==> src/rtl/fetch_stage.sv <==
`default_nettype none
// ============================================================================
// Module      : fetch_stage
// Description : Instruction-fetch stage. It holds the fetch PC, selects the
//               next PC, checks the target for misalignment and holds the
//               IF/ID pipeline register. A two-state FSM (RUN/HALT) stops
//               fetching after a misaligned target until reset.
// Ports       : clk, reset          - clock, async active-high reset
//               stall_f, flush_d    - hold PC + IF/ID / bubble IF/ID
//               pcsrc               - next-PC select (seq/branch/jump/jr)
//               pcplus4_in          - PC+4 from the external adder
//               pcbranch, jtarget,
//               jr_target           - redirect targets
//               instr_f             - instruction word at pc_f
//               pc_f                - fetch PC
//               instr_d, pcplus4_d,
//               valid_d             - IF/ID register contents
//               err_f               - sticky misaligned-target error
//               halted              - FSM is in HALT
// Revision    : 1.0 - initial release
// ============================================================================
module fetch_stage #(
    parameter logic [31:0] RESET_PC = 32'h0000_0000
) (
    input  logic        clk,
    input  logic        reset,
    input  logic        stall_f,
    input  logic        flush_d,
    input  logic [1:0]  pcsrc,
    input  logic [31:0] pcplus4_in,
    input  logic [31:0] pcbranch,
    input  logic [25:0] jtarget,
    input  logic [31:0] jr_target,
    input  logic [31:0] instr_f,
    output logic [31:0] pc_f,
    output logic [31:0] instr_d,
    output logic [31:0] pcplus4_d,
    output logic        valid_d,
    output logic        err_f,
    output logic        halted
);

    typedef enum logic [0:0] {
        S_RUN  = 1'b0,
        S_HALT = 1'b1
    } state_t;

    localparam logic [31:0] c_NOP = 32'h0000_0000;

    state_t      r_state;
    logic [31:0] r_pc;
    logic [31:0] r_instr_d;
    logic [31:0] r_pcplus4_d;
    logic        r_valid_d;
    logic        r_err;
    logic        r_halted;

    logic [31:0] w_next_pc;
    logic        w_misaligned;

    always_comb begin
        w_next_pc = pcplus4_in;
        case (pcsrc)
            2'b00:   w_next_pc = pcplus4_in;
            2'b01:   w_next_pc = pcbranch;
            2'b10:   w_next_pc = {pcplus4_in[31:28], jtarget, 2'b00};
            default: w_next_pc = jr_target;
        endcase
    end

    assign w_misaligned = (w_next_pc[1:0] != 2'b00);

    always_ff @(posedge clk or posedge reset) begin
        if (reset) begin
            r_state     <= S_RUN;
            r_pc        <= RESET_PC;
            r_instr_d   <= c_NOP;
            r_pcplus4_d <= 32'h0;
            r_valid_d   <= 1'b0;
            r_err       <= 1'b0;
            r_halted    <= 1'b0;
        end else begin
            // PC / FSM. A stall suppresses both the PC update and the
            // alignment check, so a pending redirect is simply not applied.
            case (r_state)
                S_RUN: begin
                    if (!stall_f) begin
                        if (w_misaligned) begin
                            r_err    <= 1'b1;
                            r_state  <= S_HALT;
                            r_halted <= 1'b1;
                        end else begin
                            r_pc <= w_next_pc;
                        end
                    end
                end
                default: begin
                    // HALT: everything frozen until reset.
                    r_state  <= S_HALT;
                    r_halted <= 1'b1;
                end
            endcase

            // IF/ID register: flush beats stall; a misaligned fetch in RUN
            // and every cycle in HALT produce a bubble.
            if (flush_d) begin
                r_instr_d   <= c_NOP;
                r_pcplus4_d <= 32'h0;
                r_valid_d   <= 1'b0;
            end else if (stall_f) begin
                r_instr_d   <= r_instr_d;
                r_pcplus4_d <= r_pcplus4_d;
                r_valid_d   <= r_valid_d;
            end else if (r_state == S_RUN && !w_misaligned) begin
                r_instr_d   <= instr_f;
                r_pcplus4_d <= pcplus4_in;
                r_valid_d   <= 1'b1;
            end else begin
                r_instr_d   <= c_NOP;
                r_pcplus4_d <= 32'h0;
                r_valid_d   <= 1'b0;
            end
        end
    end

    assign pc_f      = r_pc;
    assign instr_d   = r_instr_d;
    assign pcplus4_d = r_pcplus4_d;
    assign valid_d   = r_valid_d;
    assign err_f     = r_err;
    assign halted    = r_halted;

endmodule
`default_nettype wire

==> config.mk <==
export PLATFORM = sky130hd
export DESIGN_NAME = fetch_stage
export DESIGN_NICKNAME = d
export VERILOG_FILES = /design/src/rtl/fetch_stage.sv
export SDC_FILE = /design/constraint.sdc
export NUM_CORES = 1
export LEC_CHECK = 0
export ABC_AREA = 1
export CELL_PAD_IN_SITES_DETAIL_PLACEMENT = 1
export CELL_PAD_IN_SITES_GLOBAL_PLACEMENT = 1
export CORE_UTILIZATION = 29
export DETAILED_ROUTE_END_ITERATION = 10
export PLACE_DENSITY_LB_ADDON = 0.25
export SYNTH_ARGS = -nofsm -noshare
export SYNTH_HDL_FRONTEND = slang
export SYNTH_SLANG_ARGS = --single-unit
==> constraint.sdc <==
create_clock -name clk -period 5.52 [get_ports clk]
set_input_delay 1.656 -clock clk [delete_from_list [all_inputs] [get_ports clk]]
set_output_delay 1.656 -clock clk [all_outputs]
set_load 0.01 [all_outputs]
==> reports/results.tsv <==
metric	value	unit
synth-main-ff-cell	dfrtp_1	
die_area	16800	sq um
worst_slack	1.10	ns
syn_area	4740	sq um
placed_cell_area	7450	sq um
yosys.area_share.simple	41.0	%
start_kind	primary input	
p_int	1.22	mW
switching_share	26.5	%
top_usage_layer	met2	
yosys.area.top_type	dfrtp_1	
finalInstanceArea	7740	sq um
synth_fa_ha_area_share	0	%
dp_cells	1051	
syn_inst	612	
skew	0.00487	ns
cts_tree	yes	
synth_fp_nets	772	
final_cells	1067	
routed_wl	19500	um
seqPwrFrac	45.5	%
synth.distinct_cells	15	
hpwl	14200	um
synth_edf_count	0	
crit_path_end_kind	register	
drt_iter0_markers	249	
route.detailed.drc	0	
synth-compound-area-share	0.264	%
cts-root-buf	clkbuf_16	
rsz0062_at_grt	false	
synthArstFlopShare	100	%
grt_pass1_wl	29900	um
num_vias	5212	
clock-sinks	100	
synthXorXnorAreaFrac	0	%
dieWidth	130	um
seq_area_frac_synth	52.8	%
synth_top_family_by_area	simple AND/OR/NAND/NOR gates	
clk_latency	0.35	ns
relSlewSlack	20.0	%
switchingPower	441	uW
routed_via_density	4.88	
clockPowerShare	37.6	%
ys_top_cells_by_area	dfrtp_1 53%, nand2_1 27%, nand4_1 12%	
total_power	1.66	mW
worst_pin_slew	1.20	ns
gr-usage-met3	6.07	%
gp_congestion	0.842	
grt_pass1_vias	5461	
io_buffers	258	
grt_max_degree	67	
row_count	46	
cts_resized	0	
synth_top_area_share	52.8	%
pre_cts_slack	0.619	ns
gr-total-overflow	0	
min_path_cells	2	
cts_hold_buf	0	
final_nets	1006	
hold_viol_final	0	
wl_per_cell	18.2	um
power.leakage	3.66	nW
status	completed	
met1_usage	28.2	%
grt_usage	23.5	%
numCtsBuffers	9	
hp-class	register to register	
diodes	0	
first_pass_iters	4	
fmax	226	MHz
synth_warnings	0	
required	5.77	ns
synth_most_common_cell	nand2_1	
fill_cells	1924	
synth_common_cells	345 x nand2_1, 100 x dfrtp_1, 90 x nand4_1	
grt_use_met2	41.1	%
setup_viol	0	
crit_fanout	66	
drive_gt1_share	4.11	%
clk_pin_slew_worst_paths	0.07	ns
antenna_found_initial	0	
area_delta_synth_final	63.3	%
ys_seq_elements	100	
max-cap-violations	0	
combPwrFrac	17.0	%
core_area	15900	sq um
p_per_area	215	nW/um^2
cts_max_level	3	
setup_tns	0	ns
synth.avg_cell_area	7.74	sq um
cts_setup_buffers	0	
fin_crit_sh	80.1	%
reg2reg_depth	7	
ir_drop	138	uV
period_minus_slack	4.42	ns
drtAntennaViolNets	0	
critPathKind	primary input to register	
synth_mux_area_share	0	%
io_pins	259	
die_y	130	um
finalMaxSlewViolations	0	
crit_arrival	4.67	ns
cts_buffer_depth	2	
start_util	29.7	%
## placed cells by master, fill, tap and decap left out
| master | n |
|---|---|
| nor2_4 | 3 |
| nor2_1 | 4 |
| inv_2 | 3 |
| clkbuf_8 | 1 |
| nor2_2 | 4 |
| inv_4 | 1 |
| clkbuf_16 | 9 |
| o21bai_1 | 1 |
| nand3b_1 | 1 |
| nand4_1 | 90 |
| nand3_1 | 5 |
| clkinv_2 | 2 |
| nand2_1 | 345 |
| dfrtp_1 | 100 |
| inv_1 | 11 |
| buf_4 | 8 |
| clkinvlp_4 | 2 |
| o21ai_0 | 1 |
| clkdlybuf4s50_1 | 258 |
| inv_8 | 2 |
## area by class of cell
| type | instances | area, sq um | area share (%) |
|---|---|---|---|
| inverters | 15 | 58.8 | 0.760 |
| well taps | 216 | 270 | 3.49 |
| flip-flops and latches | 100 | 2500 | 32.3 |
| clock inverters | 6 | 47.5 | 0.614 |
| multi-input cells | 454 | 1980 | 25.5 |
| clock buffers | 10 | 239 | 3.09 |
| repair buffers | 266 | 2640 | 34.2 |
## worst paths after layout
check	startpoint	end	slack, ns
worst max-delay path	pcsrc[0]	valid_d	1.10
max in group asynchronous	reset	instr_d[16]	2.89
worst min register to register	pcplus4_d[19]	pcplus4_d[19]	0.48
worst max register to register	r_state	pc_f[8]	3.49
worst min-delay path	pcplus4_d[19]	pcplus4_d[19]	0.48
min in group asynchronous	reset	instr_d[4]	1.81
## kinds of logic (layout without fill, tap and decap cells)
logic type	Yosys count	in the layout
flops	100	100
simple gates	452	452
buf+inv	58	297
compound gates	2	2
## sequential cells by signal (all words and copies together) (netlist names)
| signal | cells |
|---|---|
| pcplus4_d | 32 |
| r_state | 1 |
| pc_f | 32 |
| instr_d | 32 |
| valid_d | 1 |
| err_f | 1 |
| halted | 1 |
## worst max-delay path: stages
cell             delay, ns
clkdlybuf4s50_1       0.50
nand2_1               0.14
inv_2                 0.23
nand2_1               0.16
nand2_1               0.09
nor2_4                0.08
buf_4                 0.55
nand2_1               0.82
o21ai_0               0.43
## power by group through the flow
stage	Sequential, mW	Combinational (mW)	Clock (mW)
after global routing	0.757	0.306	0.670
after detailed placement	0.770	0.284	0
after global placement	0.770	0.278	0
after floorplan	0.776	0.0957	0
final	0.756	0.282	0.624
after CTS	0.756	0.286	0.645
## stage by stage
step	hold WS (ns)	utilization (%)
finish	0.484	48.5
global route	0.507	48.5
CTS	0.490	48.5
detailed placement	0.464	46.7
global placement	0.461	46.7
floorplan	0.448	-
## routing by layer
metal	part of all wire (%)	vias to the layer above	wire [um]
met5	0	-	0
met4	1.8	0	358
met3	7.3	27	1420
met2	50	178	9830
met1	40	2555	7860
li1	-	2452	-
Note: power is estimated with default switching activity, not from simulation.
